**src/rtl/lfsr_decrypt_engine.sv**
```systemverilog
// lfsr_decrypt_engine
// Recovers the LFSR seed from the all-space preamble, searches a table of
// candidate tap patterns for the one in use, decrypts the message, strips
// the leading pad bytes and writes the result to destination memory,
// zero-filling the remainder.
// Optional feature macro: LFSR_PARITY_CHECK_EN (per-byte even-parity error
// flags in bit DW-1 of each output byte, counted in err_cnt).
module lfsr_decrypt_engine #(
    parameter int DW       = 8,
    parameter int MSG_LEN  = 64,
    parameter int NUM_PTRN = 9,
    parameter int PRE_MIN  = 10,
    parameter int AW       = 8,
    parameter int SRC_BASE = 64,
    parameter int DST_BASE = 0
) (
    input  logic                             clk,
    input  logic                             reset,
    input  logic                             start,
    output logic                             ack,
    input  logic [NUM_PTRN*(DW-1)-1:0]       ptrn_tbl,
    output logic [AW-1:0]                    rd_addr,
    input  logic [DW-1:0]                    rd_data,
    output logic                             wr_en,
    output logic [AW-1:0]                    wr_addr,
    output logic [DW-1:0]                    wr_data,
    output logic [$clog2(NUM_PTRN)-1:0]      ptrn_idx,
    output logic                             no_match,
    output logic [$clog2(MSG_LEN+1)-1:0]     lead_cnt,
    output logic [$clog2(MSG_LEN+1)-1:0]     err_cnt
);

    localparam int LW = DW - 1;
    localparam int PW = $clog2(NUM_PTRN);
    localparam int CW = $clog2(MSG_LEN + 1);

`ifdef LFSR_PARITY_CHECK_EN
    localparam bit PAR_EN = 1'b1;
`else
    localparam bit PAR_EN = 1'b0;
`endif

    typedef enum logic [2:0] {IDLE, SEED, SEARCH, DECRYPT, FILL, DONE} state_t;

    state_t          state;
    state_t          state_nxt;
    logic            start_q;
    logic            dvld;       // rd_data holds the byte requested last cycle
    logic            lead;       // still inside the leading pad region
    logic [LW-1:0]   seed;
    logic [LW-1:0]   lfsr;
    logic [PW-1:0]   p;          // candidate index, then winning pattern
    logic [CW-1:0]   k;          // index of the byte currently on rd_data
    logic [CW-1:0]   wcnt;       // destination writes made so far
    logic [LW-1:0]   taps [NUM_PTRN];

    logic [LW-1:0]   cur;
    logic [LW-1:0]   plain;
    logic            perr;
    logic            match;
    logic            k_last;
    logic            i_last;
    logic            p_last;
    logic            fill_done;
    logic            launch;

    function automatic logic [LW-1:0] lfsr_step(input logic [LW-1:0] s,
                                                input logic [LW-1:0] t);
        return {s[LW-2:0], ^(s & t)};
    endfunction

    for (genvar g = 0; g < NUM_PTRN; g++) begin : g_taps
        assign taps[g] = ptrn_tbl[g*LW +: LW];
    end

    assign cur       = rd_data[LW-1:0];
    assign plain     = cur ^ lfsr;
    assign perr      = PAR_EN & (^rd_data);
    assign match     = (cur == lfsr);
    assign k_last    = (k == CW'(PRE_MIN - 1));
    assign i_last    = (k == CW'(MSG_LEN - 1));
    assign p_last    = (p == PW'(NUM_PTRN - 1));
    assign fill_done = (wcnt == CW'(MSG_LEN));
    assign launch    = start_q & ~start;

    // State register
    always_ff @(posedge clk or posedge reset) begin
        if (reset) state <= IDLE;
        else       state <= state_nxt;
    end

    // Next-state selection
    always_comb begin
        state_nxt = state;
        case (state)
            IDLE:    if (launch) state_nxt = SEED;
            SEED:    if (dvld) state_nxt = (cur == '0) ? DONE : SEARCH;
            SEARCH:  if (dvld) begin
                         if (match && k_last)   state_nxt = DECRYPT;
                         else if (!match && p_last) state_nxt = DONE;
                     end
            DECRYPT: if (dvld && i_last) state_nxt = FILL;
            FILL:    if (fill_done) state_nxt = DONE;
            DONE:    if (start) state_nxt = IDLE;
            default: state_nxt = IDLE;
        endcase
    end

    // Completion flag straight from the state
    always_comb begin
        ack = (state == DONE);
    end

    // Read pipeline, LFSR tracking, destination writes and result counters
    always_ff @(posedge clk or posedge reset) begin
        if (reset) begin
            start_q  <= 1'b0;
            dvld     <= 1'b0;
            lead     <= 1'b0;
            seed     <= '0;
            lfsr     <= '0;
            p        <= '0;
            k        <= '0;
            wcnt     <= '0;
            rd_addr  <= AW'(SRC_BASE);
            wr_en    <= 1'b0;
            wr_addr  <= AW'(DST_BASE);
            wr_data  <= '0;
            ptrn_idx <= '0;
            no_match <= 1'b0;
            lead_cnt <= '0;
            err_cnt  <= '0;
        end else begin
            start_q <= start;
            wr_en   <= 1'b0;
            case (state)
                IDLE: begin
                    rd_addr <= AW'(SRC_BASE);
                    dvld    <= 1'b0;
                    if (launch) begin
                        ptrn_idx <= '0;
                        no_match <= 1'b0;
                        lead_cnt <= '0;
                        err_cnt  <= '0;
                        wcnt     <= '0;
                        wr_addr  <= AW'(DST_BASE);
                        wr_data  <= '0;
                    end
                end
                SEED: begin
                    rd_addr <= rd_addr + 1'b1;
                    dvld    <= 1'b1;
                    if (dvld) begin
                        seed <= cur;
                        p    <= '0;
                        lfsr <= lfsr_step(cur, taps[0]);
                        k    <= CW'(1);
                        if (cur == '0) begin
                            no_match <= 1'b1;
                            dvld     <= 1'b0;
                            rd_addr  <= AW'(SRC_BASE);
                        end
                    end
                end
                SEARCH: begin
                    rd_addr <= rd_addr + 1'b1;
                    dvld    <= 1'b1;
                    if (dvld) begin
                        if (match) begin
                            if (k_last) begin
                                // Winner: rewind to src[0] and decrypt from the seed
                                ptrn_idx <= p;
                                lfsr     <= seed;
                                k        <= '0;
                                lead     <= 1'b1;
                                rd_addr  <= AW'(SRC_BASE);
                                dvld     <= 1'b0;
                            end else begin
                                lfsr <= lfsr_step(lfsr, taps[p]);
                                k    <= k + 1'b1;
                            end
                        end else if (p_last) begin
                            no_match <= 1'b1;
                            dvld     <= 1'b0;
                            rd_addr  <= AW'(SRC_BASE);
                        end else begin
                            // Drop the in-flight read; one bubble before src[1] returns
                            p       <= p + 1'b1;
                            lfsr    <= lfsr_step(seed, taps[p + 1'b1]);
                            k       <= CW'(1);
                            rd_addr <= AW'(SRC_BASE + 1);
                            dvld    <= 1'b0;
                        end
                    end
                end
                DECRYPT: begin
                    rd_addr <= rd_addr + 1'b1;
                    dvld    <= 1'b1;
                    if (dvld) begin
                        lfsr <= lfsr_step(lfsr, taps[p]);
                        k    <= k + 1'b1;
                        if (lead && plain == '0 && !perr) begin
                            lead_cnt <= lead_cnt + 1'b1;
                        end else begin
                            lead    <= 1'b0;
                            wr_en   <= 1'b1;
                            wr_addr <= AW'(DST_BASE) + AW'(wcnt);
                            wr_data <= {perr, plain};
                            wcnt    <= wcnt + 1'b1;
                            if (perr) err_cnt <= err_cnt + 1'b1;
                        end
                        if (i_last) begin
                            dvld    <= 1'b0;
                            rd_addr <= AW'(SRC_BASE);
                        end
                    end
                end
                FILL: begin
                    dvld <= 1'b0;
                    if (!fill_done) begin
                        wr_en   <= 1'b1;
                        wr_addr <= AW'(DST_BASE) + AW'(wcnt);
                        wr_data <= '0;
                        wcnt    <= wcnt + 1'b1;
                    end
                end
                DONE: begin
                    dvld <= 1'b0;
                end
                default: begin
                    dvld <= 1'b0;
                end
            endcase
        end
    end

endmodule
```
**config.mk**
```make
export PLATFORM = sky130hd
export DESIGN_NAME = lfsr_decrypt_engine
export DESIGN_NICKNAME = d
export VERILOG_FILES = /design/src/rtl/lfsr_decrypt_engine.sv
export SDC_FILE = /design/constraint.sdc
export NUM_CORES = 1
export LEC_CHECK = 0
export CORE_MARGIN = 2
export CORE_UTILIZATION = 56
export DETAILED_ROUTE_END_ITERATION = 8
export PLACE_DENSITY_LB_ADDON = 0.1
export SETUP_SLACK_MARGIN = 0.4
export SLEW_MARGIN = 40
export SYNTH_ARGS = -nofsm -noshare
export SYNTH_HDL_FRONTEND = slang
export SYNTH_SLANG_ARGS = --single-unit
```
**constraint.sdc**
```tcl
create_clock -name clk -period 7.9 [get_ports clk]
set_input_delay 1.185 -clock clk [delete_from_list [all_inputs] [get_ports clk]]
set_output_delay 1.185 -clock clk [all_outputs]
set_load 0.005 [all_outputs]
```
# == Word-level counts from Yosys, hierarchy flattened ==
# Index checks and enable logic that the tools add are counted.
# totals
wordCells,178
reg_bits,75
in_bits,74
out_inout_bits,45
# op_classes
bitwise,8
add_sub_neg,5
n_reduce_logical,28
mux,91
n_eq_ne,28
n_lt_le_gt_ge,2
# ops
op,n
7-bit two-way mux,22
8-bit two-way mux,14
7-bit one-hot mux with 3 select lines,3
7-bit binary-select mux with 4-bit select,2
8-bit one-hot mux with 3 select lines,2
4-bit two-way mux,8
"2-bit != test, second input constant",16
8-bit one-hot mux with 4 select lines,1
3-bit two-way mux,9
1-bit two-way mux,22
"7-bit by 1-bit adder with 7-bit output, second input constant",3
7-bit AND,3
7-bit parity,3
5-bit AND reduction,4
3-bit one-hot mux with 6 select lines,1
4-bit one-hot mux with 2 select lines,2
7-bit zero test,2
7-bit one-hot mux with 2 select lines,1
7-bit AND reduction,2
"5-bit >= comparator, second input constant",2
4-bit NOT with 5-bit output,2
3-bit nonzero test,3
"8-bit by 1-bit adder with 8-bit output, second input constant",1
2-bit nonzero test,4
other kinds (22),30

# == Logic depth before layout (Yosys ltp) ==
# Gate-level depths: netlist of run 1.
# depth
depth_word,11
ltp_mapped,14
mapped_depth_nobuf,10

# == Worst setup path before layout of run 1 ==
# No wires, ideal clock.
# synth_path
path_kind,reg2reg
start,register p[1]
end,register lfsr[0]
synth_period_minus_slack_ns,2.991
t_required_ns,7.758
setup_slack_ns,4.909
path_stages_with_launch,15
t_arrival_ns,2.849
n_path_buf,4
setup_ns,0.142
cell_sequence,dfrtp_1 buf_4 buf_2 inv_1 ha_1 buf_6 buf_12 mux2i_1 mux4_2 or4_1 o211ai_2 xor2_1 xnor2_1 nand2b_1 o2111ai_1
# synth_via
elab_chain_cells,11
elab_cells_between_ends,22
cone_classes,1 x add/sub; 2 x eq/ne; 12 x mux; 4 x bitwise; 3 x reduce/logical
# synth_lines
item,line_no,source
from (decl),52,logic [PW-1:0] p;
from (signal assigned),188,p <= p + 1'b1;
4-bit by 1-bit adder with 4-bit output,189,"lfsr <= lfsr_step(seed, taps[p + 1'b1]);"
4-bit NOT with 5-bit output (implied by the code),189,
7-bit binary-select mux with 4-bit select,189,
7-bit two-way mux (implied by the code) (2 in series),189,
7-bit AND,69,"return {s[LW-2:0], ^(s & t)};"
7-bit parity,69,
7-bit two-way mux,182,end else if (p_last) begin
7-bit two-way mux,169,if (match) begin
7-bit two-way mux,168,if (dvld) begin
7-bit one-hot mux with 3 select lines,136,case (state)
to (signal assigned),179,"lfsr <= lfsr_step(lfsr, taps[p]);"
to (signal assigned),189,
to (signal assigned),200,"lfsr <= lfsr_step(lfsr, taps[p]);"
to (decl),51,logic [LW-1:0] lfsr;
# Several ways; a longest one is shown, not always the timed one. The select of a mux whose other input is x is not followed.
# A chain may end at the register's enable or synchronous reset.

# == Final worst setup path of run 1 ==
# layout_path
start,input rd_data[2]
end,register lead_cnt[6]
# layout_via
elab_chain_cells,5
# layout_lines
item,line_no,source
from (decl),23,"input logic [DW-1:0] rd_data,"
7-bit bitwise XOR,77,assign plain = cur ^ lfsr;
7-bit zero test,202,if (lead && plain == '0 && !perr) begin
1-bit logical AND,202,
2-bit != test (no line),--,
4-bit AND reduction (no line),--,
to (signal assigned),203,lead_cnt <= lead_cnt + 1'b1;
to (decl),29,"output logic [$clog2(MSG_LEN+1)-1:0] lead_cnt,"
# Every way passes these cells.

==> results of run 1 <==
==> per-stage QoR <==
stage	total power, uW	utilization [%]	cell area, um^2	cells	setup WS, ns
after CTS	1800	71.8	6660	803	4.15
after detailed placement	1470	69.4	6440	787	3.79
after global routing	1940	72.0	6680	803	3.83
final	1810	72.0	6680	803	4.10
after global placement	1430	69.3	6430	787	3.58
after floorplan	1210	-	5400	583	4.86
==> state kept, by name, summed over array words and instances (netlist names) <==
name	cells
wcnt	7
wr_en	1
seed	7
rd_addr	8
no_match	1
wr_data	7
lead	1
lfsr	7
ptrn_idx	4
k	7
p	4
start_q	1
wr_addr	7
state	3
dvld	1
lead_cnt	7
==> worst max-delay path: cells and delay by family <==
kind | cells | cell delay [ns]
simple gates | 5 | 1.77
compound gates | 2 | 0.34
xor+xnor | 1 | 0.18
buf+inv | 1 | 0.61
==> power by group <==
group / internal (uW) / switching, uW
combinational: 409 / 434
sequential: 468 / 166
clock: 180 / 152
total: 1060 / 752
==> cell type report <==
| class | count | area, um^2 |
|---|---|---|
| clock buffers | 10 | 128 |
| flip-flops and latches | 73 | 1830 |
| clock inverters | 6 | 91.3 |
| multi-input cells | 455 | 3290 |
| well taps | 129 | 161 |
| inverters | 18 | 67.6 |
| repair buffers | 112 | 1110 |
| fillers | 737 | 2600 |
==> cells by family (layout without fill, tap and decap cells) <==
| kind of cell | Yosys count | count (layout) |
|---|---|---|
| adders and majority gates | 8 | 8 |
| and+or+nand+nor | 205 | 205 |
| DFF | 73 | 73 |
| muxes | 52 | 52 |
| buffers and inverters | 55 | 146 |
| xor gates and xnor gates | 33 | 33 |
| other | 1 | 9 |
| AOI/OAI and AO/OA | 148 | 148 |
==> per-layer routing <==
layer  wire (um)  global-route usage [%]
met1        6230                    39.3
met2        6710                    45.9
met3         903                    4.58
met4         248                    9.13
met5           0                       0
==> layout by cell type, fill, tap and decap left out, types with 4 or more instances in the layout <==
cell type and instances:
nand4_1 6, nor3b_1 4, inv_1 16, nand2_1 79, mux4_1 9, conb_1 9, mux4_2 12, mux2_2 9
o21ai_0 52, ha_1 7, clkbuf_8 9, o221ai_1 6, xnor2_1 22, a22oi_1 5, o31ai_1 13, nor2b_1 12
and2_1 6, and3_1 7, nand3_1 17, nor3_1 8, o22a_1 7, a211oi_1 4, clkdlybuf4s50_1 108, a31oi_1 12
a21oi_1 13, xor2_1 9, nor2_1 34, dfrtp_1 71, mux2i_1 22, nand2b_1 12, o21ai_1 7
==> final timing paths <==
kind / slack, ns / startpoint / to
max: 4.10 / rd_data[2] / lead_cnt[6]
min: 0.48 / wr_data[2] / wr_data[2]
max reg2reg: 4.31 / p[0] / lfsr[0]
min reg2reg: 0.48 / wr_data[2] / wr_data[2]
max in group asynchronous: 6.11 / reset / p[1]
min in group asynchronous: 1.31 / reset / wr_addr[2]
==> metrics.yaml, run 1 <==
drv_slew: 0
rr_worst_depth: 11
dr.pass1.iters: 5
crit_slowest_cell: "clkdlybuf4s50_1"
syn-cell-area_um2: 5370
synth-main-ff-cell: "dfrtp_1"
rows: 35
fmax_ghz: 0.263
startpoint_type: "input pin"
antenna-diode-count: 0
synthSimpleGateAreaFrac_pct: 18.9
overflow: 0
synth_area_leaders: "dfrtp_1, nand2_1, mux4_2"
die_x_um: 102
num_vias: 4839
synth_largest_area_cell: "dfrtp_1"
detail-route-antenna-nets: 0
io_buffer_count: 108
hold_class: "flip-flop to flip-flop"
syn2layout_area_growth_pct: 24.4
clkSlewWorstSetupHoldPaths_ns: 0.09
cts_sinks: 73
p_leak_uw: 0.00253
drive_above_1_share_pct: 8.61
synthMuxAreaShare_pct: 15.4
end_kind: "flip-flop"
synth.most_common_cell: "nand2_1"
setup_viol: 0
drcViolationCount: 0
synth_compound_area_share_pct: 17.9
grt_pass1_wl_um: 23200
final.setup.tns_ns: 0
synth_xor_area_share_pct: 5.99
die_h_um: 102
grt_usage_pct: 28.3
seq_area_frac_synth_pct: 34.0
synth_top_cells_by_count: "nand2_1, dfrtp_1, o21ai_0, nor2_1"
skew_ns: 0.0105
cp.required_ns: 8.19
p_per_area_nw_per_um2: 271
cts_buffer_depth: 2
antenna_found_initial: 0
top_level_ports: 119
max_stage_delay_ns: 0.61
cts_tree: "built"
synth-edff-count: 0
via_per_inst: 6.03
synth_cells: 575
grt_max_degree: 74
ctsResizeCount: 0
post-dp-hpwl_um: 10500
worstPathCellList: "clkdlybuf4s50_1, xnor2_1, nand2_1, nor3_4, a31oi_1, nor3_2, nand4_1, or3_1, a21oi_1"
die-area_um2: 10400
rsz0062_at_grt: "no"
min_period_ns: 3.80
status: "complete, no violations"
gp_congestion: 0.919
cts_buffers: 9
cts_hold_buf: 0
initial_core_util_pct: 57.8
async_reset_ff_share_pct: 100
grt_pass1_vias: 4683
maxCapViolCount: 0
arrival_ns: 4.08
drtIter0Drc: 367
synth.distinct_cells: 70
worstSkewPairLatency_ns: 0.36
layout.nets: 751
yosys.area_share.adder_pct: 1.86
synth_warnings: 0
core_um2: 9280
whs_ns: 0.478
post_cts_buffers: 0
root_buffer: "clkbuf_8"
synth_top_family_by_area: "simple AND/OR/NAND/NOR gates"
tightest_slew_ns: 0.841
avgSynthCellArea_um2: 9.34
ir_drop_uv: 140
maxSlewHeadroom_pct: 44.0
ys_seq_elements: 73
htree_levels: 3
final-hold-violation-count: 0
synth_top_area_share_pct: 33.6
crit_fanout: 18
finalWirelength_um: 14100
critical_path_class: "input pin to flip-flop"
finalCritPeriodShare_pct: 48.1
whs_path_depth: 2
wl_per_cell_um: 17.5
No activity file was read; power rests on OpenSTA's default activity.
==> run 2: changes to the inputs <==
CORE_UTILIZATION = 52   (was 56)
clock period = 3.9 ns   (was 7.9 ns; I/O delays follow)
==> metrics.yaml, run 2 (synthesis results as in run 1) <==
status: "complete, no violations"
multi_input_area_um2: 3270  # -0.65%
p_leak_uw: 0.00258  # +1.8%
maxSlewHeadroom_pct: 42.8  # -1.2 points
final_common_cell: "clkdlybuf4s50_1"
arrival_ns: 3.40  # -0.68 ns
tightest_slew_ns: 0.847  # +0.00659 ns
placed_cells: 806  # +2.4%
fmax_ghz: 0.313
p_per_area_nw_per_um2: 541  # +100%
grt_pass1_vias: 4755  # +1.5%
pwr-share-comb_pct: 49.1  # +2.5 points
intPower_uw: 2160  # +100%
finalNonFillerCells: 822  # +2.4%
grt_usage_pct: 25.7  # -2.7 points
critical_path_class: "flip-flop to flip-flop"
initial_core_util_pct: 52.7  # -5.1 points
layout.nets: 763  # +1.6%
min_period_ns: 3.19
die_x_um: 106  # +3.6%
largest_reg_flops: 8  # unchanged
crit_start: "p[0]"
rr_startpoint: "p[0]"
cts_tree: "built"
layout_setup_ws_ns: 0.707  # -3.40 ns
htree_levels: 3  # unchanged
maxCapViolCount: 0  # unchanged
cts_buffer_depth: 2  # unchanged
io_buffer_count: 108  # unchanged
rows: 37  # +5.7%
antenna_found_initial: 0  # unchanged
finalWirelength_um: 13900  # -1.6%
startpoint_type: "flip-flop"
post-place-ws_ns: 0.454  # -3.33 ns
p_clk_share_pct: 18.2  # -0.2 points
overflow: 0  # unchanged
p_sw_uw: 1490  # +98%
drtIter0Drc: 307  # -16%
drv_slew: 0  # unchanged
drcViolationCount: 0  # unchanged
dr.pass1.iters: 7  # +2
seq_area_um2: 1830  # about the same
antenna-diode-count: 0  # unchanged
root_buffer: "clkbuf_8"
power_uw: 3650  # +100%
core_um2: 10200  # +9.7%
hold_class: "flip-flop to flip-flop"
wl_per_cell_um: 16.9  # -3.9%
die_h_um: 106  # +3.6%
worstSkewPairLatency_ns: 0.35  # about the same
cp.required_ns: 4.10  # -4.09 ns
ir_drop_uv: 295  # +110%
cts_buffers: 9  # unchanged
clkSlewWorstSetupHoldPaths_ns: 0.08  # about the same
syn2layout_area_growth_pct: 25.8
grt_pass1_wl_um: 23100  # -0.27%
post-dp-hpwl_um: 10700  # +1.1%
rsz0062_at_grt: "no"
ctsResizeCount: 0  # unchanged
detail-route-antenna-nets: 0  # unchanged
setup_viol: 0  # unchanged
regMostFlops: "rd_addr"
finalCritPeriodShare_pct: 81.9
end_kind: "flip-flop"
grt_max_degree: 55  # -26%
crit_fanout: 12  # -6
p_seq_share_pct: 32.7  # -2.3 points
skew_ns: 0.0112  # +0.000626 ns
final.setup.tns_ns: 0  # unchanged
die-area_um2: 11200  # +7.4%
fill_cells: 847  # +15%
post_cts_buffers: 0  # unchanged
cts_sinks: 73  # unchanged
switching_share_pct: 40.8  # -0.76 points
via_per_inst: 5.89  # -2.3%
final-hold-violation-count: 0  # unchanged
num_vias: 4840  # +0.021%
drive_above_1_share_pct: 9.62  # +1.0 points
cts_hold_buf: 0  # unchanged
worstHoldStart: "wr_data[5]"
top_level_ports: 119  # unchanged
gp_congestion: 0.903  # -1.7%
final_cell_mix: "clkdlybuf4s50_1, nand2_1, dfrtp_1"
## run 2: path summary, 6_finish.rpt
path	endpoint	slack [ns]	cells after the start
worst max-delay path	lfsr[0]	0.71	11
worst min-delay path	wr_data[5]	0.48	2
worst max register to register	lfsr[0]	0.71	11
worst min register to register	wr_data[5]	0.48	2
max in group asynchronous	seed[2]	2.53	3
min in group asynchronous	wcnt[3]	0.67	2
## run 2: through the flow
stage / hold WS (ns) / area (um^2) / util [%]
6_report: 0.480 / 6760 / 66.3
4_1_cts: 0.485 / 6750 / 66.3
3_3_place_gp: 0.463 / 6530 / 64.1
3_5_place_dp: 0.468 / 6530 / 64.2
2_1_floorplan: 0.459 / 5400 / -
5_1_grt: 0.508 / 6760 / 66.3
## run 2: critical path, cell delays in order (launching register included)
cell,delay [ns]
dfrtp_1,0.37
inv_2,0.06
ha_1,0.65
buf_4,0.26
mux4_1,0.58
mux2i_1,0.23
nor4b_1,0.10
a211oi_1,0.32
xor2_1,0.20
xnor2_1,0.08
nand2b_1,0.07
o2111ai_1,0.11
## run 2: layout make-up
class	count	area share [%]
Multi-Input combinational cell	455	48.4
Sequential cell	73	27.1
Timing Repair Buffer	124	17.8
Tap cell	136	2.52
Clock buffer	10	1.89
Clock inverter	6	1.33
Inverter	18	1.04
## run 2: per-layer routing
metal  GRT usage, %  vias up  share of wire [%]
met5              0        -                  0
met3           5.63       17                5.2
met1           33.6     2365                 45
met4           6.86        0                1.1
met2           43.2      146                 49
li1               -     2312                  -
## run 2: power groups by stage
stage	Combinational, uW	Clock (uW)	Sequential, uW
finish	1790	665	1200
global route	1970	707	1230
CTS	1780	677	1190
detailed placement	1770	0	1200
global placement	1730	0	1190
floorplan	1330	0	1120
==> run 3: changes to the inputs <==
clock period = 3.2 ns   (was 3.9 ns; I/O delays follow)
==> metrics.yaml, run 3 (synthesis results as in run 1) <==
status: "complete, no violations"
grt_usage_pct: 26.8  # +1.1 points
cts_tree: "built"
cts_buffers: 9  # unchanged
setup_viol: 0  # unchanged
worstPathCellList: "inv_2, ha_4, buf_6, mux4_1, mux2i_1, nor4b_1, a211oi_1, xnor2_1, xnor2_1, nand2b_1, o2111ai_2"
die-area_um2: 11200  # unchanged
grt_max_degree: 39  # -29%
via_per_inst: 5.90  # +0.19%
num_vias: 5032  # +4.0%
p_seq_share_pct: 30.9  # -1.8 points
antenna-diode-count: 0  # unchanged
pwr-share-comb_pct: 52.3  # +3.2 points
post-dp-hpwl_um: 11100  # +4.0%
grt_pass1_wl_um: 23800  # +2.8%
ir_drop_uv: 410  # +39%
post-place-ws_ns: 0.214  # -0.241 ns
arrival_ns: 2.98  # -0.42 ns
crit_top_cell: "xnor2_1"
cts_buffer_depth: 2  # unchanged
top_level_ports: 119  # unchanged
cts_hold_buf: 0  # unchanged
gp_congestion: 0.894  # -1.0%
root_buffer: "clkbuf_8"
drcViolationCount: 0  # unchanged
cp.required_ns: 3.42  # -0.68 ns
final-hold-violation-count: 0  # unchanged
crit_fanout: 7  # -5
syn2layout_area_growth_pct: 32.5
drive_above_1_share_pct: 15.8  # +6.1 points
end_kind: "flip-flop"
cts_sinks: 73  # unchanged
die_h_um: 106  # unchanged
min_period_ns: 2.75  # -0.438 ns
die_x_um: 106  # unchanged
skew_ns: 0.00983  # -0.00134 ns
tightest_slew_ns: 0.678  # -0.170 ns
dr.pass1.iters: 4  # -3
switching_share_pct: 40.0  # -0.85 points
antenna_found_initial: 0  # unchanged
drtIter0Drc: 319  # +3.9%
finalCritPeriodShare_pct: 86.1  # +4.2 points
rsz0062_at_grt: "yes"
overflow: 0  # unchanged
detail-route-antenna-nets: 0  # unchanged
max_stage_delay_ns: 0.55  # -0.10 ns
finalWirelength_um: 14700  # +5.9%
maxCapViolCount: 0  # unchanged
grt_pass1_vias: 4797  # +0.88%
worstSkewPairLatency_ns: 0.36  # about the same
critical_path_class: "flip-flop to flip-flop"
htree_levels: 3  # unchanged
clkSlewWorstSetupHoldPaths_ns: 0.08  # about the same
p_leak_uw: 0.00275  # +6.8%
regMostFlops: "rd_addr"
final_common_cell: "clkdlybuf4s50_1"
p_clk_share_pct: 16.8  # -1.4 points
p_sw_uw: 1900  # +27%
fmax_ghz: 0.363  # +16%
wl_per_cell_um: 17.2  # +2.0%
maxSlewHeadroom_pct: 54.7  # +12 points
initial_core_util_pct: 52.7  # unchanged
largest_reg_flops: 8  # unchanged
path_buf_inv: 2  # unchanged
layout.nets: 794  # +4.1%
critPathTopFamily: "multiplexers"
core_um2: 10200  # unchanged
intPower_uw: 2850  # +32%
startpoint_type: "flip-flop"
crit_slowest_cell: "mux4_1"
hold_class: "flip-flop to flip-flop"
layout_setup_ws_ns: 0.445  # -0.262 ns
io_buffer_count: 108  # unchanged
drv_slew: 0  # unchanged
final_cell_mix: "clkdlybuf4s50_1, nand2_1, dfrtp_1"
final.setup.tns_ns: 0  # unchanged
p_per_area_nw_per_um2: 667  # +23%
rows: 37  # unchanged
[run 3: changes by cell type in the layout (fill, tap and decap cells not counted), moves of 4 or more]
cell,change
mux4_1,-5
buf_4,+21
buf_12,+4
mux4_2,+5
buf_6,+4
[run 3: final timing paths]
check                      depth (start not counted)          end  slack [ns]  startpoint
setup reg to reg                                  11      lfsr[0]        0.45        p[0]
max in group asynchronous                          3      seed[5]        2.06       reset
setup / recovery                                  11      lfsr[0]        0.45        p[0]
hold / removal                                     2   wr_addr[4]        0.48  wr_addr[4]
hold reg to reg                                    2   wr_addr[4]        0.48  wr_addr[4]
min in group asynchronous                          2  lead_cnt[2]        0.52       reset
[run 3: power groups by stage]
stage	logic, uW	registers, uW	clock network, uW
2_1_floorplan	1620	1360	0
3_3_place_gp	2250	1470	0
3_5_place_dp	2300	1480	0
4_1_cts	2340	1460	812
5_1_grt	2720	1510	856
6_report	2480	1470	797
[run 3: area by class of cell]
cell class	instances	area (um^2)
clock buffer	11	131
fill	829	3070
inverter	18	68.8
clock inverter	5	80.1
multi-input combinational	455	3310
timing repair buffer	155	1520
sequential	73	1830
tap	136	170
[run 3: worst reg2reg max path, cell delays in order (launching register included)]
cell and delay (ns):
dfrtp_2 0.41, inv_2 0.07, ha_4 0.34, buf_6 0.15, mux4_1 0.55, mux2i_1 0.25, nor4b_1 0.09, a211oi_1 0.30
xnor2_1 0.15, xnor2_1 0.14, nand2b_1 0.08, o2111ai_2 0.09
[run 3: metrics by stage]
step	instance area (um^2)	total power, uW	std cells	util (%)	hold slack (ns)
3_5_place_dp	6690	3780	824	65.7	0.470
4_1_cts	6960	4610	843	68.3	0.487
2_1_floorplan	5410	2980	583	-	0.459
3_3_place_gp	6690	3720	824	65.7	0.464
5_1_grt	7120	5090	853	69.9	0.517
6_report	7120	4750	853	69.9	0.481
[run 3: metal layers]
metal	vias up	GRT usage [%]	share of wire [%]
met5	-	0	0
met4	0	6.95	1.4
met3	22	3.71	5.0
met2	166	45.4	50
met1	2463	36.3	44
li1	2381	-	-
[run 3: repair_timing]
| action | CTS | global route |
|---|---|---|
| gates resized for setup | 7 | 27 |
| pin swaps | 3 | 9 |
| gates cloned | 0 | 1 |
| setup buffers | 3 | 9 |
| endpoints found under the setup margin | 1 | 2 |
| endpoints found under the hold margin | 0 | 0 |
